<file path="src/rtl/output_layer.sv">
// Time-multiplexed fully-connected output layer: buffers a serial activation vector,
// runs one MAC per weight, adds bias, saturates/ReLUs and emits all neurons with one pulse.
module output_layer #(
  parameter int unsigned NUM_INPUTS   = 30,
  parameter int unsigned NUM_NEURONS  = 10,
  parameter int unsigned DATA_WIDTH   = 16,
  parameter int unsigned FRAC_BITS    = 8,
  parameter int unsigned USE_RELU     = 1,
  parameter int unsigned W_ADDR_WIDTH = $clog2(NUM_INPUTS * NUM_NEURONS),
  parameter int unsigned B_ADDR_WIDTH = $clog2(NUM_NEURONS)
) (
  input  logic                              clk,
  input  logic                              rst,
  input  logic                              in_valid,
  input  logic [DATA_WIDTH-1:0]             in_data,
  output logic                              in_ready,
  output logic [W_ADDR_WIDTH-1:0]           w_addr,
  input  logic [DATA_WIDTH-1:0]             w_data,
  output logic [B_ADDR_WIDTH-1:0]           b_addr,
  input  logic [DATA_WIDTH-1:0]             b_data,
  output logic                              out_valid,
  output logic [NUM_NEURONS*DATA_WIDTH-1:0] out_data
);

  localparam int unsigned CNT_W  = (NUM_INPUTS > 1) ? $clog2(NUM_INPUTS) : 1;
  localparam int unsigned PROD_W = 2 * DATA_WIDTH;
  localparam int unsigned ACC_W  = 2 * DATA_WIDTH + $clog2(NUM_INPUTS) + 1;
  localparam int unsigned SUM_W  = ACC_W + 1;
  localparam int unsigned OUT_W  = NUM_NEURONS * DATA_WIDTH;

  localparam logic signed [DATA_WIDTH-1:0] OUT_MAX = {1'b0, {(DATA_WIDTH-1){1'b1}}};
  localparam logic signed [DATA_WIDTH-1:0] OUT_MIN = {1'b1, {(DATA_WIDTH-1){1'b0}}};

  typedef enum logic [2:0] {S_IDLE, S_MAC, S_DRAIN, S_FINAL, S_DONE} state_e;

  state_e                         state_q, state_d;
  logic [CNT_W-1:0]               cnt_q, cnt_d;
  logic [CNT_W-1:0]               idx_q, idx_d;
  logic                           mac_en_q, mac_en_d;
  logic [B_ADDR_WIDTH-1:0]        neuron_q, neuron_d;
  logic [W_ADDR_WIDTH-1:0]        w_addr_q, w_addr_d;
  logic                           in_ready_q, in_ready_d;
  logic                           out_valid_q, out_valid_d;
  logic [OUT_W-1:0]               out_data_q, out_data_d;
  logic [OUT_W-1:0]               stage_q, stage_d;
  logic signed [ACC_W-1:0]        acc_q, acc_d;
  logic signed [DATA_WIDTH-1:0]   buf_q [NUM_INPUTS];
  logic signed [DATA_WIDTH-1:0]   buf_d [NUM_INPUTS];

  logic signed [PROD_W-1:0]       prod_c;
  logic signed [SUM_W-1:0]        acc_ext_c, bias_ext_c, sum_c, shr_c;
  logic signed [DATA_WIDTH-1:0]   sat_c, res_c;

  assign in_ready  = in_ready_q;
  assign w_addr    = w_addr_q;
  assign b_addr    = neuron_q;
  assign out_valid = out_valid_q;
  assign out_data  = out_data_q;

  // Product for the address issued last cycle, plus bias/scale/saturate of the finished sum
  always_comb begin
    prod_c     = buf_q[idx_q] * $signed(w_data);
    acc_ext_c  = SUM_W'(acc_q);
    bias_ext_c = SUM_W'($signed(b_data)) <<< FRAC_BITS;
    sum_c      = acc_ext_c + bias_ext_c;
    shr_c      = sum_c >>> FRAC_BITS;
    if (shr_c > SUM_W'(OUT_MAX)) begin
      sat_c = OUT_MAX;
    end else if (shr_c < SUM_W'(OUT_MIN)) begin
      sat_c = OUT_MIN;
    end else begin
      sat_c = DATA_WIDTH'(shr_c);
    end
    res_c = sat_c;
    if ((USE_RELU != 0) && sat_c[DATA_WIDTH-1]) begin
      res_c = '0;
    end
  end

  // Next-state and datapath control
  always_comb begin
    state_d    = state_q;
    cnt_d      = cnt_q;
    neuron_d   = neuron_q;
    w_addr_d   = w_addr_q;
    buf_d      = buf_q;
    acc_d      = acc_q;
    stage_d    = stage_q;
    out_data_d = out_data_q;
    mac_en_d   = (state_q == S_MAC);
    idx_d      = cnt_q;

    if (mac_en_q) begin
      acc_d = acc_q + ACC_W'(prod_c);
    end

    unique case (state_q)
      S_IDLE: begin
        if (in_valid && in_ready_q) begin
          buf_d[cnt_q] = in_data;
          if (cnt_q == CNT_W'(NUM_INPUTS - 1)) begin
            cnt_d   = '0;
            state_d = S_MAC;
          end else begin
            cnt_d = cnt_q + CNT_W'(1);
          end
        end
      end
      S_MAC: begin
        if (cnt_q == CNT_W'(NUM_INPUTS - 1)) begin
          cnt_d   = '0;
          state_d = S_DRAIN;
        end else begin
          cnt_d    = cnt_q + CNT_W'(1);
          w_addr_d = w_addr_q + W_ADDR_WIDTH'(1);
        end
      end
      S_DRAIN: begin
        state_d = S_FINAL;
      end
      S_FINAL: begin
        acc_d = '0;
        for (int k = 0; k < NUM_NEURONS; k++) begin
          if (neuron_q == B_ADDR_WIDTH'(k)) begin
            stage_d[k*DATA_WIDTH +: DATA_WIDTH] = res_c;
          end
        end
        if (neuron_q == B_ADDR_WIDTH'(NUM_NEURONS - 1)) begin
          neuron_d   = '0;
          out_data_d = stage_d;
          state_d    = S_DONE;
        end else begin
          neuron_d = neuron_q + B_ADDR_WIDTH'(1);
          w_addr_d = w_addr_q + W_ADDR_WIDTH'(1);
          state_d  = S_MAC;
        end
      end
      S_DONE: begin
        w_addr_d = '0;
        state_d  = S_IDLE;
      end
      default: begin
        state_d = S_IDLE;
      end
    endcase

    in_ready_d  = (state_d == S_IDLE);
    out_valid_d = (state_d == S_DONE);
  end

  always_ff @(posedge clk or posedge rst) begin
    if (rst) begin
      state_q     <= S_IDLE;
      cnt_q       <= '0;
      idx_q       <= '0;
      mac_en_q    <= 1'b0;
      neuron_q    <= '0;
      w_addr_q    <= '0;
      in_ready_q  <= 1'b1;
      out_valid_q <= 1'b0;
      out_data_q  <= '0;
      stage_q     <= '0;
      acc_q       <= '0;
      buf_q       <= '{default: '0};
    end else begin
      state_q     <= state_d;
      cnt_q       <= cnt_d;
      idx_q       <= idx_d;
      mac_en_q    <= mac_en_d;
      neuron_q    <= neuron_d;
      w_addr_q    <= w_addr_d;
      in_ready_q  <= in_ready_d;
      out_valid_q <= out_valid_d;
      out_data_q  <= out_data_d;
      stage_q     <= stage_d;
      acc_q       <= acc_d;
      buf_q       <= buf_d;
    end
  end

endmodule

</file>
<file path="config.mk">
export PLATFORM = sky130hd
export DESIGN_NAME = output_layer
export DESIGN_NICKNAME = d
export VERILOG_FILES = /design/src/rtl/output_layer.sv
export SDC_FILE = /design/constraint.sdc
export NUM_CORES = 2
export LEC_CHECK = 0
export CAP_MARGIN = 20
export CORE_MARGIN = 2
export CORE_UTILIZATION = 40
export CTS_CLUSTER_DIAMETER = 200
export DETAILED_ROUTE_END_ITERATION = 6
export SYNTH_ARGS = -nofsm -noshare
export SYNTH_HDL_FRONTEND = slang
export SYNTH_SLANG_ARGS = --single-unit
</file>
<file path="constraint.sdc">
create_clock -name clk -period 32.1 [get_ports clk]
set_input_delay 6.42 -clock clk [delete_from_list [all_inputs] [get_ports clk]]
set_output_delay 6.42 -clock clk [all_outputs]
set_load 0.01 [all_outputs]
</file>
* Word level (Yosys, flattened, before mapping)
Index checks and enable logic that the tools add are counted.
** Storage, ports and cells
- Bits in registers :: 867
- Input port bits :: 51
- Output and inout bits :: 175
- Word-level logic and storage cells :: 117
** Operators by class
- $add $sub $neg :: 5
- $mul :: 1
- Order comparisons :: 5
- Equality and inequality tests :: 18
- Muxes and demuxes :: 33
- Bitwise operators :: 2
- Reduce and logical (&&, ||, !) cells :: 12
** Operators with widths (number)
- 480-bit bitwise mux :: 1
- 16-bit two-way mux :: 15
- 16-bit binary-select mux with 5-bit select :: 1
- 16-bit demux with 5-bit select :: 1
- 38-bit two-way mux :: 2
- 38-bit by 24-bit adder with 39-bit output :: 1
- 38-bit by 32-bit adder with 38-bit output :: 1
- 16-bit by 16-bit multiplier with 32-bit output :: 1
- 31-bit by 16-bit > comparator with 1-bit output, second input constant :: 1
- 31-bit by 16-bit less-than comparator with 1-bit output, second input constant :: 1
- 9-bit one-hot mux with 3 select lines :: 1
- 9-bit two-way mux :: 2
- 4-bit by 3-bit == test with 1-bit output, second input constant :: 4
- 15-bit two-way mux :: 1
- 6-bit >= comparator, second input constant :: 2
- 3-bit two-way mux :: 4
- 5-bit inverter with 6-bit output :: 2
- 3-bit one-hot mux with 4 select lines :: 1
- 5-bit two-way mux :: 2
- 5-bit one-hot mux with 2 select lines :: 1
- 9-bit by 1-bit adder with 9-bit output, second input constant :: 1
- 4-bit by 2-bit == test with 1-bit output, second input constant :: 2
- 4-bit == test, second input constant :: 2
- 3-bit by 2-bit == test with 1-bit output, second input constant :: 2
- other kinds (16) :: 24

* Logic depth before layout (Yosys ltp)
- Word-level depth :: 8
- Mapped depth :: 34
- Depth with buffers taken out :: 30

* Worst setup path before layout
No wires, ideal clock.
- Path type :: input port to flip-flop
- From :: in w_data[1]
- To :: reg acc_q[37]
- Library setup time :: 0.131 ns
- Arrival time :: 12.453 ns
- Data required time :: 31.969 ns
- Path slack :: 19.515 ns
- Stages :: 21
- Buffers on the path :: 1
- Cell sequence :: clkbuf_1 -> nand2_1 -> fa_1 -> inv_1 -> fa_1 -> inv_1 -> fa_1 -> inv_1 -> fa_1 -> fa_1 -> inv_1 -> fa_1 -> inv_1 -> ha_1 -> and4_1 -> or3b_2 -> o21a_1 -> o311ai_0 -> xnor2_1 -> mux2i_1 -> nor2_1
** On the way
- Word-level cells in the longest chain between the ends :: 4
** RTL lines
- start: declaration :: line 18 : input logic [DATA_WIDTH-1:0] w_data,
- 16-bit by 16-bit multiplier with 32-bit output :: line 62 : prod_c = buf_q[idx_q] * $signed(w_data);
- 38-bit by 32-bit adder with 38-bit output :: line 94 : acc_d = acc_q + ACC_W'(prod_c);
- 38-bit two-way mux :: line 93 : if (mac_en_q) begin
- 38-bit two-way mux :: line 97 : unique case (state_q)
- end signal: assignment :: line 163 : acc_q <= '0;
- end signal: assignment :: line 176 : acc_q <= acc_d;
- end: declaration :: line 46 : logic signed [ACC_W-1:0] acc_q, acc_d;
No other way between the ends. The select of a mux whose other input is x is not followed.
A chain may end at the register's enable or synchronous reset.

* Worst setup path in the final report
Same ends and word-level chain as after synthesis.

==> flow_summary_export.csv <==
group,metric,value,unit
clock_tree,cts_root_buf,"clkbuf_16",
drt,first_iter_violations,2154,
critical_path,cp-end-kind,"flop",
synth,yosys.area.top_type,"dfrtp_1",
critical_path,path_cells,"clkdlybuf4s50_1, nand2_1, fa_1, inv_1, fa_1, fa_1, fa_1, fa_1, inv_1, fa_1, inv_1, ha_1, and3_1, a221oi_1, o21ai_0, a22o_1, a311oi_1, o21a_1, o311ai_0, xnor2_1, mux2i_1, nor2_1",
grt,grt_pass1_wl,204,mm
flow_run,maxCapViolCount,0,
timing,fin_worst_skew,0.0276,ns
power,leakage,27.8,nW
drt,first_pass_iters,7,
timing,slew_headroom,23.0,%
run_status,status,"complete, but fails checks",
min_path,worstHoldStart,"stage_q[127]$_DFFE_PP0N_",
synth,synthSimpleGateAreaFrac,9.63,%
grt,grt_max_degree,157,
min_path,hold_path.class,"flop to flop",
timing,worst_pin_slew,1.15,ns
grt,gr-total-overflow,0,
final_layout,fill_cells,11345,
synth,syn_area,49900,sq um
place,port_buffers,225,
grt,grt_pass1_vias,33425,
timing,drv_slew,0,
final_layout,drive_gt1_share,17.5,%
clock_tree,post_cts_resized,0,
min_path,hold_end,"out_data[127]$_DFFE_PP0P_",
drt,wl_per_cell,20.6,um
grt,grt_use_total,20.5,%
floorplanning,io_pins,226,
clock_tree,path_clk_slew,0.06,ns
critical_path,r2r-start,"idx_q[1]$_DFF_PP0_",
synth,ys_warn_count,0,
drt,post_drt_via_cell_ratio,5.25,
floorplanning,rows,129,
synth,synth_xor_area_share,1.07,%
synth,ys.flop_type,"dfrtp_1",
clock_tree,clk_latency,0.68,ns
place,placedCellCount,6084,
clock_tree,clock_path_buffers,3,
final_layout,final_cell_count_no_fill,6269,
critical_path,slowest_delay,0.94,ns
synth,synthCells,4447,
min_path,holdPathStages,2,
critical_path,critPathRequiredTime,32.63,ns
grt,grt_antenna_before_repair,4,
floorplanning,coreArea,124000,sq um
power,finalPower,2.97,mW
place,hpwl,87.7,mm
final_layout,syn_to_final_growth,14.2,%
critical_path,timing.rr.end,"acc_q[37]$_DFFE_PP0P_",
power,peakVddDrop,0.0542,mV
synth,synth-compound-area-share,8.08,%
synth,ys_types,67,
critical_path,r2r_setup_slack,22.68,ns
critical_path,crit_fanout,16,
run_status,violations,"design-rule violations",
critical_path,crit_path_start_kind,"input port",
timing,hold_viol,0,
critical_path,critPathKind,"input port to flop",
synth,synthMuxAreaShare,16.7,%
synth,syn_nets,4967,
clock_tree,cts-buffers-inserted,93,
timing,post-route-min-period,13.49,ns
synth,synth_edf_count,0,
timing,min_period_over_period,42.0,%
drt,vias,32916,
floorplanning,start_util,40.3,%
clock_tree,cts_tree,"built",
clock_tree,cts_hold_buf,0,
synth,yosys-top-cells-count,"dfrtp_1, mux2_2, nor2_1",
synth,synth.most_common_cell,"dfrtp_1",
synth,post-synth-top-area-fraction,42.6,%
synth,synth_fa_ha_area_share,16.6,%
timing,fin_tns_setup,0,ns
synth,ys_ff_latch,851,
floorplanning,dieArea,128000,sq um
clock_tree,cts_max_level,3,
clock_tree,clock_sinks,851,
synth,syn_avg_cell_area,11.2,sq um
floorplanning,die_w,357,um
drt,drc_errors,32,
critical_path,worstRegToRegCells,28,
drt,wirelength,129,mm
synth,ys_top_cells_by_area,"dfrtp_1, fa_1, mux2_2",
final_layout,n_antenna_cell,0,
critical_path,crit_top_cell,"fa_1",
drt,ant_nets,0,
timing,fmax,74.1,MHz
power,powerDensity,52.1,nW/um^2
critical_path,cp_data_arrival_time,14.02,ns
timing,rsz0062_at_grt,"false",
critical_path,cp_slowest_cell,"fa_1",
synth,ys_seq_area_share,42.7,%
critical_path,critPathBufInv,4,
critical_path,cp_top_family,"adder cells",
floorplanning,dieHeight,357,um
final_layout,nets,5077,
clock_tree,post_cts_buffers,0,
timing,setup_viol,0,
synth,synth_top_family_by_area,"multiplexers",
synth,async_flop_share,100,%
place,gp_congestion,0.842,
cell families (layout without fill, tap and decap cells):
kind of cell	Yosys count	after routing
AO/OA/AOI/OAI	660	660
multiplexers	679	679
AND/OR/NAND/NOR	1069	1069
adder cells (fa/ha/maj)	469	469
flip-flops	851	851
buffers and inverters	658	843
XOR/XNOR	61	61
worst max-delay path by stage:
stage                                        to  depth (start not counted)      start
final                     acc_q[37]$_DFFE_PP0P_                         22  w_data[1]
after global routing      acc_q[37]$_DFFE_PP0P_                         21  w_data[1]
after CTS                 acc_q[37]$_DFFE_PP0P_                         22  w_data[1]
after detailed placement  acc_q[37]$_DFFE_PP0P_                         22  w_data[1]
after global placement    acc_q[37]$_DFFE_PP0P_                         21  w_data[1]
after floorplan            acc_q[0]$_DFFE_PP0P_                          1        rst
per-layer routing:
| layer | vias to the layer above | global-route usage, % | share of wire [%] |
|---|---|---|---|
| li1 | 15168 | - | - |
| met1 | 16857 | 29.9 | 47 |
| met2 | 722 | 32.2 | 46 |
| met3 | 163 | 3.41 | 4.7 |
| met4 | 6 | 4.67 | 2.1 |
| met5 | - | 0 | 0.027 |
final cells by class:
class / instances / area, sq um / share of cell area (%)
multi-input combinational: 2938 / 26100 / 45.7
sequential: 851 / 21300 / 37.4
timing repair buffer: 301 / 3110 / 5.46
clock buffer: 140 / 2680 / 4.71
tap: 1637 / 2050 / 3.59
inverter: 372 / 1410 / 2.48
clock inverter: 30 / 360 / 0.632
cells in the final DEF, fill, tap and decap left out, drive strengths merged, types with 4 or more instances in the layout:
cell type / count
nand2b: 62
o21a: 11
and2: 107
mux2i: 123
or3: 5
inv: 376
nand4: 8
xor2: 18
and3: 11
clkbuf: 145
nor2b: 62
nor3: 20
mux2: 480
clkdlybuf4s50: 225
o2111ai: 4
a311oi: 5
dfrtp: 850
xnor2: 43
o211ai: 21
nand3: 17
clkinvlp: 4
clkinv: 17
nor2: 378
buf: 71
o21bai: 16
a22oi: 14
nand3b: 9
fa: 323
a21oi: 234
o21ai: 211
a211oi: 20
ha: 146
o22ai: 13
mux4: 76
a21o: 24
nand2: 373
a31oi: 15
o221ai: 45
bufinv: 5
sequential cells by signal (all words and copies together) (netlist names):
name and cells:
out_valid 1, b_addr 4, cnt_q 5, stage_q 144, idx_q 5, mac_en_q 1, in_ready 1, acc_q 38
out_data 160, w_addr 9, state_q 3, buf_q 480
per-stage QoR:
step | instance area [sq um] | setup slack, ns | hold WS, ns | utilization (%)
after detailed placement | 53600 | 17.97 | 0.451 | 43.3
after CTS | 56600 | 18.72 | 0.468 | 45.7
after floorplan | 49900 | 1.77 | 0.352 | -
after global placement | 53500 | 18.15 | 0.452 | 43.2
after global routing | 57000 | 18.31 | 0.499 | 46.0
final | 57000 | 18.61 | 0.466 | 46.0
tightest hold or removal path, delay by kind of cell (launching register included):
family        cells  cell delay (ns)
flops             1             0.34
simple gates      2             0.10
where the power goes:
group,switching [mW],internal [mW],leakage [nW]
clock,0.455,0.621,1.48
combinational,0.488,0.272,15.2
sequential,0.0321,1.10,11.0
total,0.975,1.99,27.8
(Power assumes the default switching activity.)
